--- config.mk ---
export PLATFORM = sky130hd
export DESIGN_NAME = reg_bank
export DESIGN_NICKNAME = d
export VERILOG_FILES = /design/src/rtl/reg_bank_pkg.sv /design/src/rtl/reg_bank_cell.sv /design/src/rtl/reg_bank.sv
export SDC_FILE = /design/constraint.sdc
export NUM_CORES = 1
export LEC_CHECK = 0
export CAP_MARGIN = 20
export CORE_MARGIN = 5
export CORE_UTILIZATION = 35
export DETAILED_ROUTE_END_ITERATION = 10
export GPL_ROUTABILITY_DRIVEN = 0
export PLACE_DENSITY = 0.66
export SYNTH_ARGS = -nofsm -noshare
export SYNTH_HDL_FRONTEND = slang
export SYNTH_HIERARCHICAL = 1
export SYNTH_SLANG_ARGS = --single-unit
--- constraint.sdc ---
create_clock -name clk -period 2 [get_ports clk]
set_clock_uncertainty 0.2 [all_clocks]
set_input_delay 0.4 -clock clk [delete_from_list [all_inputs] [get_ports clk]]
set_output_delay 0.4 -clock clk [all_outputs]
set_load 0.05 [all_outputs]
--- src/rtl/reg_bank_pkg.sv ---
`default_nettype none
// ============================================================================
// Module   : reg_bank_pkg
// Purpose  : Shared definitions for the reg_bank register bank: access-FSM
//            state encoding, per-register access modes and the helper that
//            maps the RO/W1C masks onto a mode for one register index.
// Options  : REG_BANK_SHADOW_EN (see reg_bank / reg_bank_cell)
// Revision : 1.0 - initial release
// ============================================================================
package reg_bank_pkg;

    typedef enum logic {
        IDLE = 1'b0,
        RESP = 1'b1
    } state_t;

    localparam logic [1:0] MODE_RW  = 2'd0;
    localparam logic [1:0] MODE_RO  = 2'd1;
    localparam logic [1:0] MODE_W1C = 2'd2;

    // W1C takes precedence: an RO+W1C register is still a status register
    // (hw_set accumulates); the top keeps the bus from clearing it.
    function automatic logic [1:0] mode_of(input int i,
                                           input logic [63:0] ro_mask,
                                           input logic [63:0] w1c_mask);
        logic [1:0] m;
        if (w1c_mask[i])     m = MODE_W1C;
        else if (ro_mask[i]) m = MODE_RO;
        else                 m = MODE_RW;
        return m;
    endfunction

endpackage
`default_nettype wire

--- src/rtl/reg_bank_cell.sv ---
`default_nettype none
// ============================================================================
// Module   : reg_bank_cell
// Purpose  : One DW-bit register of the bank. Behaviour chosen by MODE:
//            RW  - bus write loads wdata (optionally via a shadow copy),
//            RO  - constant reset value,
//            W1C - bus write-1-to-clear, hw_set sets (set wins).
// Ports    : clk, rst_n (async, active-low), i_wr (bus write strobe),
//            i_wdata, i_hw_set, [i_commit], o_q (active value -> dout),
//            o_rd (bus-visible value -> read mux)
// Options  : REG_BANK_SHADOW_EN adds i_commit and a shadow flop for RW mode
// Revision : 1.0 - initial release
// ============================================================================
module reg_bank_cell
    import reg_bank_pkg::*;
#(
    parameter int          DW   = 8,
    parameter logic [1:0]  MODE = MODE_RW,
    parameter logic [DW-1:0] INI = '0
) (
    input  logic          clk,
    input  logic          rst_n,
    input  logic          i_wr,
    input  logic [DW-1:0] i_wdata,
    input  logic [DW-1:0] i_hw_set,
`ifdef REG_BANK_SHADOW_EN
    input  logic          i_commit,
`endif
    output logic [DW-1:0] o_q,
    output logic [DW-1:0] o_rd
);

    generate
        if (MODE == MODE_W1C) begin : g_w1c
            logic [DW-1:0] r_q;
`ifdef REG_BANK_SHADOW_EN
            logic w_unused;
            assign w_unused = i_commit;
`endif
            // hw_set is OR-ed in after the clear so a coincident set wins.
            always_ff @(posedge clk or negedge rst_n) begin
                if (!rst_n)    r_q <= INI;
                else if (i_wr) r_q <= (r_q & ~i_wdata) | i_hw_set;
                else           r_q <= r_q | i_hw_set;
            end
            assign o_q  = r_q;
            assign o_rd = r_q;
        end else if (MODE == MODE_RO) begin : g_ro
            logic w_unused;
`ifdef REG_BANK_SHADOW_EN
            assign w_unused = ^{clk, rst_n, i_wr, i_wdata, i_hw_set, i_commit};
`else
            assign w_unused = ^{clk, rst_n, i_wr, i_wdata, i_hw_set};
`endif
            assign o_q  = INI;
            assign o_rd = INI;
        end else begin : g_rw
            logic w_unused;
            assign w_unused = ^i_hw_set;
`ifdef REG_BANK_SHADOW_EN
            logic [DW-1:0] r_sh;
            logic [DW-1:0] r_act;
            // Bus sees the shadow; commit copies it to the active flop,
            // taking the same-cycle write value if there is one.
            always_ff @(posedge clk or negedge rst_n) begin
                if (!rst_n) begin
                    r_sh  <= INI;
                    r_act <= INI;
                end else begin
                    if (i_wr)     r_sh  <= i_wdata;
                    if (i_commit) r_act <= i_wr ? i_wdata : r_sh;
                end
            end
            assign o_q  = r_act;
            assign o_rd = r_sh;
`else
            logic [DW-1:0] r_q;
            always_ff @(posedge clk or negedge rst_n) begin
                if (!rst_n)    r_q <= INI;
                else if (i_wr) r_q <= i_wdata;
            end
            assign o_q  = r_q;
            assign o_rd = r_q;
`endif
        end
    endgenerate

endmodule
`default_nettype wire

--- src/rtl/reg_bank.sv ---
`default_nettype none
// ============================================================================
// Module   : reg_bank
// Purpose  : NREG x DW configuration/status register bank behind a req/ack
//            access port. Holds the access FSM, address decode, read mux and
//            the registered status interrupt.
// Ports    : clk, rst_n (async, active-low), req/we/addr/wdata (request),
//            ack/rdata/err (one-cycle response), hw_set (status set strobes),
//            dout (flattened register contents), irq (OR of W1C bits),
//            commit (only with REG_BANK_SHADOW_EN)
// Options  : REG_BANK_SHADOW_EN - shadowed RW registers plus commit input
// Revision : 1.0 - initial release
// ============================================================================
module reg_bank
    import reg_bank_pkg::*;
#(
    parameter int                 DW       = 8,
    parameter int                 NREG     = 8,
    parameter int                 AW       = 3,
    parameter logic [NREG*DW-1:0] INI      = '0,
    parameter logic [NREG-1:0]    RO_MASK  = '0,
    parameter logic [NREG-1:0]    W1C_MASK = '0,
    parameter int                 DLY      = 1
) (
    input  logic               clk,
    input  logic               rst_n,
    input  logic               req,
    input  logic               we,
    input  logic [AW-1:0]      addr,
    input  logic [DW-1:0]      wdata,
    output logic               ack,
    output logic [DW-1:0]      rdata,
    output logic               err,
    input  logic [NREG*DW-1:0] hw_set,
`ifdef REG_BANK_SHADOW_EN
    input  logic               commit,
`endif
    output logic [NREG*DW-1:0] dout,
    output logic               irq
);

    state_t          r_state;
    state_t          w_next;
    logic            w_accept;
    logic            w_in_range;
    logic            w_blocked;
    logic [DW-1:0]   w_rd_mux;
    logic [DW-1:0]   r_rdata;
    logic            r_err;
    logic            r_irq;
    logic            w_w1c_or;
    logic            w_ini_or;
    logic [NREG-1:0] w_wr;
    logic [DW-1:0]   w_q  [NREG];
    logic [DW-1:0]   w_rd [NREG];

    // DLY is kept so existing instantiations still elaborate; assignments
    // carry no delay.
    logic w_unused_dly;
    assign w_unused_dly = (DLY != 0);

    // ---------------- access FSM ----------------
    always_ff @(posedge clk or negedge rst_n) begin
        if (!rst_n) r_state <= IDLE;
        else        r_state <= w_next;
    end

    always_comb begin
        w_next   = r_state;
        w_accept = 1'b0;
        case (r_state)
            IDLE: begin
                if (req) begin
                    w_accept = 1'b1;
                    w_next   = RESP;
                end
            end
            RESP:    w_next = IDLE;
            default: w_next = IDLE;
        endcase
    end

    // ---------------- decode / read mux ----------------
    assign w_in_range = (32'(addr) < NREG);

    always_comb begin
        w_rd_mux  = '0;
        w_blocked = 1'b0;
        for (int i = 0; i < NREG; i++) begin
            if (32'(addr) == i) begin
                w_rd_mux  = w_rd[i];
                w_blocked = RO_MASK[i] & ~W1C_MASK[i];
            end
        end
    end

    // Response flops: loaded at the accept edge, zero otherwise, so they
    // are only non-zero in the RESP cycle alongside ack.
    always_ff @(posedge clk or negedge rst_n) begin
        if (!rst_n) begin
            r_rdata <= '0;
            r_err   <= 1'b0;
        end else begin
            r_rdata <= (w_accept && !we && w_in_range) ? w_rd_mux : '0;
            r_err   <= w_accept && (!w_in_range || (we && w_blocked));
        end
    end

    assign ack   = (r_state == RESP);
    assign rdata = r_rdata;
    assign err   = r_err;

    // ---------------- register cells ----------------
    generate
        for (genvar gi = 0; gi < NREG; gi++) begin : g_cell
            localparam logic [1:0] C_MODE = mode_of(gi, 64'(RO_MASK), 64'(W1C_MASK));

            // RO registers (including RO status registers) never take bus writes.
            assign w_wr[gi] = w_accept & we & (32'(addr) == gi) & ~RO_MASK[gi];

            reg_bank_cell #(
                .DW   (DW),
                .MODE (C_MODE),
                .INI  (INI[gi*DW +: DW])
            ) u_cell (
                .clk      (clk),
                .rst_n    (rst_n),
                .i_wr     (w_wr[gi]),
                .i_wdata  (wdata),
                .i_hw_set (hw_set[gi*DW +: DW]),
`ifdef REG_BANK_SHADOW_EN
                .i_commit (commit),
`endif
                .o_q      (w_q[gi]),
                .o_rd     (w_rd[gi])
            );

            assign dout[gi*DW +: DW] = w_q[gi];
        end
    endgenerate

    // ---------------- interrupt ----------------
    always_comb begin
        w_w1c_or = 1'b0;
        w_ini_or = 1'b0;
        for (int i = 0; i < NREG; i++) begin
            if (W1C_MASK[i]) begin
                w_w1c_or = w_w1c_or | (|w_q[i]);
                w_ini_or = w_ini_or | (|INI[i*DW +: DW]);
            end
        end
    end

    always_ff @(posedge clk or negedge rst_n) begin
        if (!rst_n) r_irq <= w_ini_or;
        else        r_irq <= w_w1c_or;
    end

    assign irq = r_irq;

endmodule
`default_nettype wire

# Yosys cells after proc, flatten, opt, wreduce, memory -nomap -nowiden
# Index checks and enable logic that the tools add are counted.
[totals] register_bits=73 in_bits=79 wordCells=42
[op_classes] eq_ne=7 muxes=12 bitwise=10 n_reduce_logical=3
[op_table] cell="two-way mux 8 bit" n=9
[op_table] cell="equality test 3 bit, second input constant" n=4
[op_table] cell="AND 1 bit" n=9
[op_table] cell="equality test 3 x 2 -> 1 bit, second input constant" n=2
[op_table] cell="equality test 3 x 1 -> 1 bit, second input constant" n=1
[op_table] cell="zero test 3 bit" n=1
[op_table] cell="two-way mux 1 bit" n=2
[op_table] cell="case mux 1 bit (2 select lines)" n=1
[op_table] cell="logical AND 1 bit" n=1
[op_table] cell="zero test 1 bit" n=1
[op_table] cell="NOT 1 bit" n=1

# Depth between registers and ports, before layout
# Gate-level depths: netlist of run 1.
[depth] word_depth=10 mapped_depth=7 mapped_depth_nobuf=4

# Modules after synthesis
# The synthesis of run 1 kept the hierarchy.
[modules_own_cells] mod="reg_bank_cell" instances=8 cells_each=25 area_each_um2=391.6 seq_area_each_um2=200.2
[modules_own_cells] mod="reg_bank" instances=1 cells_each=97 area_each_um2=924.6 seq_area_each_um2=225.2

# Least setup slack after synthesis of run 1
# Ideal clock, no wire load.
[synth_path] path_type="input-to-reg" from="in addr[2]" to="reg g_cell[0].u_cell.g_rw.r_q[0]" setup_time_ps=125 arrival_time_ps=1636 required_ps=1675 setup_slack_ps=38 stages=7 path_buffers=3 cell_sequence="buf_2 inv_2 clkbuf_1 nand3_1 nor2_1 buf_6 mux2_4"
[synth_via] elab_chain_len=2
[synth_rtl] item="start: declaration" line="reg_bank.sv:29" source="input logic [AW-1:0] addr,"
[synth_rtl] item="zero test 3 bit" line="reg_bank.sv:119" source="assign w_wr[gi] = w_accept & we & (32'(addr) == gi) & ~RO_MASK[gi];"
[synth_rtl] item="AND 1 bit" line="reg_bank.sv:119"
[synth_rtl] item="via w_wr[0]" line="reg_bank.sv:53" source="logic [NREG-1:0] w_wr;"
[synth_rtl] item="end signal: assignment" line="reg_bank_cell.sv:80" source="else if (i_wr) r_q <= i_wdata;"
[synth_rtl] item="end: declaration" line="reg_bank_cell.sv:77" source="logic [DW-1:0] r_q;"
# The timed path passes the listed nets, and every way through them passes these cells.
# A chain may end at the register's enable or synchronous reset.

# Final worst setup path of run 1
[layout_path] from="in req" to="reg g_cell[7].u_cell.g_rw.r_q[2]"
[layout_via] elab_chain_len=4
[layout_rtl] item="start: declaration" line="reg_bank.sv:27" source="input logic req,"
[layout_rtl] item="two-way mux 1 bit" line="reg_bank.sv:73" source="if (req) begin"
[layout_rtl] item="two-way mux 1 bit" line="reg_bank.sv:71" source="case (r_state)"
[layout_rtl] item="via w_accept" line="reg_bank.sv:44" source="logic w_accept;"
[layout_rtl] item="AND 1 bit (2 in a row)" line="reg_bank.sv:119"
[layout_rtl] item="via w_wr[7]" line="reg_bank.sv:53"
[layout_rtl] item="end signal: assignment" line="reg_bank_cell.sv:80"
[layout_rtl] item="end: declaration" line="reg_bank_cell.sv:77"
# The timed path passes the listed nets, and every way through them passes these cells.

==> results of run 1 <==
-- power by group --
group	switching [W]	total, W	internal (W)	leakage (nW)
logic	0.00151	0.00242	0.000915	1.21
registers	0.000297	0.00209	0.00179	0.924
clock network	0.000598	0.00143	0.000834	0.122
total	0.00240	0.00594	0.00354	2.26
-- final cells by class --
type | count | area share
clock buffers | 11 | 0.0484
clock inverters | 5 | 0.00676
inverters | 1 | 0.00130
multi-input cells | 142 | 0.330
flip-flops and latches | 73 | 0.380
well taps | 143 | 0.0372
repair buffers | 114 | 0.196
-- metal layers --
layer  up-vias  global-route usage  part of all wire
li1       1078                   -                 -
met1      1168               0.178              0.46
met2        62               0.211              0.46
met3        11              0.0418             0.057
met4         0              0.0624             0.020
met5         -                   0                 0
-- repair_timing --
action / CTS / global route
pin swaps: 0 / 0
cloned: 0 / 0
hold buffers: 1 / 0
setup endpoints to repair: 38 / 63
endpoints found under the hold margin: 73 / 0
gates resized for setup: 3 / 8
-- stage by stage --
step | util | instance area, sq um | std cells
2_1_floorplan | - | 4060 | 298
3_3_place_gp | 0.397 | 4510 | 472
3_5_place_dp | 0.397 | 4510 | 472
4_1_cts | 0.421 | 4780 | 489
5_1_grt | 0.423 | 4810 | 489
6_report | 0.423 | 4810 | 489
-- cells by family after synthesis --
logic type / synth area share
mux: 0.279
compound gates: 0.0669
flops: 0.450
simple gates: 0.0419
other cells: 0.000924
buf+inv: 0.161
-- registers in the layout, indices dropped and copies added, names as in the netlist --
register	cells
g_cell.u_cell/o_q	64
rdata	8
ack	1
-- cell usage in the layout (no fill, tap or decap), types with 4 or more instances in the layout --
master / netlist / layout
mux2_1: 4 / 4
a211oi_1: 8 / 8
dfrtp_1: 73 / 73
buf_4: 66 / 91
mux2i_1: 6 / 6
o211ai_1: 5 / 5
a221o_1: 6 / 6
nor2_1: 9 / 9
clkbuf_16: 0 / 9
mux2_2: 6 / 6
o32ai_1: 6 / 6
mux2_4: 64 / 64
clkdlybuf4s50_1: 0 / 10
buf_6: 12 / 5
-- worst paths after layout --
check,from,end,cells past startpoint
worst max-delay path,req,g_cell[7].u_cell/o_q[2]$_DFFE_PN0P_,6
worst min-delay path,g_cell[1].u_cell/o_q[4]$_DFFE_PN0P_,g_cell[1].u_cell/o_q[4]$_DFFE_PN0P_,1
worst max register to register,ack$_DFF_PN0_,g_cell[7].u_cell/o_q[2]$_DFFE_PN0P_,5
worst min register to register,g_cell[1].u_cell/o_q[4]$_DFFE_PN0P_,g_cell[1].u_cell/o_q[4]$_DFFE_PN0P_,1
max in group asynchronous,rst_n,g_cell[7].u_cell/o_q[2]$_DFFE_PN0P_,3
min in group asynchronous,rst_n,rdata[6]$_DFF_PN0_,3
-- critical path, stage by stage --
cell             delay, ps
clkdlybuf4s50_1        470
nor2b_2                200
nand3_1                170
nor2_1                 230
buf_6                  200
mux2_4                 310
==> run_results.csv, run 1 <==
group,metric,value,unit
detailed_routing,drt_iter0_markers,94,
synthesis,yosysTopAreaCell,"dfrtp_1",
grt,grt.overflow.total,0,
synthesis,synth-main-ff-cell,"dfrtp_1",
grt,grt_pass1_wl,14.8,mm
synthesis,synthTopCellsByArea,"dfrtp_1 45%, mux2_4 24%, buf_4 12%",
floorplan,num_rows,39,
synthesis,synth_commonest_cells,"73 x dfrtp_1, 66 x buf_4, 64 x mux2_4, 12 x buf_6, 9 x nor2_1",
sta,setup_slack,48.8,ps
layout,ff_latch_area,0.00183,sq mm
power_and_ir_drop,power,0.00594,W
detailed_routing,wl_per_cell,19.0,um
sta,fin_crit,1950,ps
worst_setup_path,cp_max_fo,7,
layout,multi_input_area,0.00159,sq mm
synthesis,synth_edf_count,0,
sta,finalCritPeriodShare,0.976,
sta,drv_slew,0,
sta,finalHoldViolCount,0,
clock_tree,postCtsSetupBuffers,0,
worst_setup_path,critPathArrivalTime,1970,ps
synthesis,ys_seq_area_frac,0.450,
synthesis,yosysMostFrequentCell,"dfrtp_1",
layout,num-fill-cells,1039,
detailed_routing,vias,2319,
synthesis,synth-seq-cells,73,
layout,drive_gt1_frac,0.555,
floorplan,ioPinCount,154,
placement,io_buffers,87,
sta,fmax,513,MHz
clock_tree,cts_made_buffers,9,
synthesis,async_flop_share,1.00,
synthesis,synthCells,297,
floorplan,core_area,0.0114,sq mm
floorplan,die_h,118,um
worst_setup_path,worstSetupPathType,"input port to register",
synthesis,synth_top_area_share,0.450,
synthesis,ys_warn_count,6,
floorplan,chipWidth,118,um
synthesis,synth.distinct_cells,37,
detailed_routing,drc,0,
run_status,status,"complete, no violations",
floorplan,dieArea,0.0138,sq mm
worst_setup_path,required,2020,ps
grt,grt_pass1_vias,2621,
detailed_routing,drtPass1Iterations,4,
layout,antenna_cells,0,
placement,dp_hpwl,7.04,mm
grt,antenna_found_initial,0,
synthesis,syn_avg_cell_area,13.7,sq um
clock_tree,h-tree-depth,3,
detailed_routing,viasPerCell,4.74,
clock_tree,clk_pin_slew,50,ps
hold_path,hold_class,"register to register",
clock_tree,clk_latency,340,ps
sta,setup_viol,0,
worst_setup_path,r2r_setup_slack,160,ps
sta,tns,0,ps
synthesis,syn_area,0.00406,sq mm
power_and_ir_drop,power.leakage,2.26,nW
clock_tree,clockBufferDepth,2,
clock_tree,cts_root_buf,"clkbuf_16",
clock_tree,cts.sinks,73,
grt,grt_max_degree,74,
placement,dp_slack,-407,ps
detailed_routing,wl,9.31,mm
worst_setup_path,cp-start-kind,"input port",
sta,worst_hold_slack,343,ps
detailed_routing,ant_nets,0,
layout,final_nets,420,
power_and_ir_drop,powerDensity,1240,mW/mm^2
worst_setup_path,critPathCaptureType,"register",
layout,syn_to_final_growth,18.5,%
floorplan,initial_core_util,0.357,
power_and_ir_drop,vdd_drop_max,0.000465,V
grt,track_usage,0.137,
sta,rsz0062_at_grt,"true",
flow_run,maxCapViolCount,0,
clock_tree,cts_tree,"done",
(Power assumes the default switching activity.)
==> run 2, diff against run 1 <==
CORE_MARGIN = default   (was 5)
RECOVER_POWER = 25   (was default)
==> run_results.csv, run 2 (synthesis results as in run 1) <==
group,metric,value,unit
run_status,status,"finished, violations left",
run_status,violations,"negative setup slack",
flow_run,maxCapViolCount,0,
layout,final_cell_mix,"94 x buf_4, 73 x dfrtp_1, 64 x mux2_4, 13 x clkdlybuf4s50_1",
worst_setup_path,crit_cells,6,
detailed_routing,ant_nets,0,
layout,drive_gt1_frac,0.580,
layout,syn_to_final_growth,20.7,%
grt,grt_pass1_wl,14.0,mm
detailed_routing,wl,9.15,mm
worst_setup_path,required,2010,ps
floorplan,core_area,0.0111,sq mm
floorplan,chipWidth,110,um
grt,track_usage,0.161,
clock_tree,cts_made_buffers,9,
power_and_ir_drop,powerDensity,1250,mW/mm^2
detailed_routing,vias,2345,
sta,worst_hold_slack,344,ps
detailed_routing,wl_per_cell,18.7,um
sta,rsz0062_at_grt,"true",
floorplan,num_rows,38,
detailed_routing,wl_met1,4.34,mm
layout,final_common_cell,"buf_4",
worst_setup_path,slowest_delay,540,ps
sta,drv_slew,0,
detailed_routing,wl_met3,565,um
worst_setup_path,reg2reg_depth,5,
sta,finalHoldViolCount,0,
floorplan,ioPinCount,154,
clock_tree,clk_pin_slew,60,ps
worst_setup_path,cp_max_fo,8,
sta,slew_headroom,0.346,
sta,finalCritPeriodShare,1.01,
worst_setup_path,critPathArrivalTime,2020,ps
layout,largest_register_ffs,64,
sta,worstMarginPinSlew,982,ps
worst_setup_path,path_cells,"clkdlybuf4s50_1 > nor2b_4 > nand3_1 > nor2_1 > buf_6 > mux2_4",
detailed_routing,drc,0,
clock_tree,clk_latency,330,ps
hold_path,holdPathStages,1,
clock_tree,h-tree-depth,3,
clock_tree,cts.sinks,73,
layout,final_nets,424,
detailed_routing,drt_iter0_markers,109,
power_and_ir_drop,vdd_drop_max,0.000643,V
detailed_routing,viasPerCell,4.79,
placement,io_buffers,87,
layout,fin_util,0.442,
grt,antenna_found_initial,0,
sta,setup_slack,-14.2,ps
worst_setup_path,critPathCaptureType,"register",
grt,grt_pass1_vias,2445,
sta,fin_crit,2010,ps
power_and_ir_drop,power.leakage,2.31,nW
sta,fmax,496,MHz
grt,grt.overflow.total,0,
floorplan,initial_core_util,0.366,
detailed_routing,drtPass1Iterations,4,
grt,grt_max_degree,74,
clock_tree,cts_root_buf,"clkbuf_16",
layout,antenna_cells,0,
detailed_routing,wl_met2,4.12,mm
worst_setup_path,worstSetupPathType,"input port to register",
worst_setup_path,critical-path-slowest-cell,"clkdlybuf4s50_1",
floorplan,dieArea,0.0120,sq mm
worst_setup_path,cp-start-kind,"input port",
worst_setup_path,cp.buffers_inverters,2,
worst_setup_path,cpLargestDelayFamily,"buffers and inverters",
sta,setup_viol,16,
floorplan,die_h,110,um
hold_path,hold_class,"register to register",
clock_tree,clockBufferDepth,2,
detailed_routing,top_layer_used,"met4",
clock_tree,cts_tree,"done",
placement,dp_hpwl,6.73,mm
run 2: cell types whose count changed in the layout (fill, tap and decap cells not counted), sizes merged:
| cell | before | now |
|---|---|---|
| buf | 100 | 103 |
| clkinv | 2 | 4 |
| clkinvlp | 3 | 1 |
| dlymetal6s2s | 1 | 0 |
| dlygate4sd2 | 2 | 0 |
| clkdlybuf4s50 | 10 | 13 |
| bufinv | 0 | 1 |
run 2: worst paths after layout:
path / startpoint / to / slack (ps)
min reg2reg: g_cell[1].u_cell/o_q[1]$_DFFE_PN0P_ / g_cell[1].u_cell/o_q[1]$_DFFE_PN0P_ / 340
max in group asynchronous: rst_n / g_cell[4].u_cell/o_q[0]$_DFFE_PN0P_ / 290
min: g_cell[1].u_cell/o_q[1]$_DFFE_PN0P_ / g_cell[1].u_cell/o_q[1]$_DFFE_PN0P_ / 340
max reg2reg: ack$_DFF_PN0_ / g_cell[5].u_cell/o_q[4]$_DFFE_PN0P_ / 180
min in group asynchronous: rst_n / g_cell[6].u_cell/o_q[4]$_DFFE_PN0P_ / 680
max: req / g_cell[5].u_cell/o_q[4]$_DFFE_PN0P_ / -10
run 2: timing repair:
| action | CTS | global route |
|---|---|---|
| endpoints found under the setup margin | 18 | 71 |
| pin swaps | 0 | 2 |
| resized for setup | 4 | 13 |
| buffers inserted | 0 | 2 |
| hold buffers | 1 | 0 |
| endpoints found under the hold margin | 73 | 0 |
run 2: area by class of cell:
class	count	area [sq um]
clock inverters	6	57.6
multi-input cells	142	1640
flip-flops and latches	73	1830
inverters	1	3.75
fillers	1020	6180
repair buffers	118	957
well taps	140	175
clock buffers	10	239
run 2: power breakdown:
group	internal (W)	switching, W
logic	0.000926	0.00150
registers	0.00179	0.000319
clock network	0.000989	0.000584
total	0.00371	0.00240
run 2: through the flow:
stage          std cells  total power, W  setup WS [ps]  instance area (sq um)  TNS (ps)
5_1_grt              490         0.00635          -45.5                   4900      -565
4_1_cts              488         0.00614          -14.4                   4830     -26.5
6_report             490         0.00610          -14.2                   4900      -140
3_3_place_gp         471         0.00450           -427                   4510    -22370
3_5_place_dp         471         0.00454           -420                   4510    -24010
2_1_floorplan        298         0.00414           38.4                   4060         0
run 2: layer usage:
| metal | global-route usage | vias up |
|---|---|---|
| li1 | - | 1088 |
| met1 | 0.231 | 1174 |
| met2 | 0.233 | 73 |
| met3 | 0.0403 | 10 |
| met4 | 0.0619 | 0 |
| met5 | 0 | - |
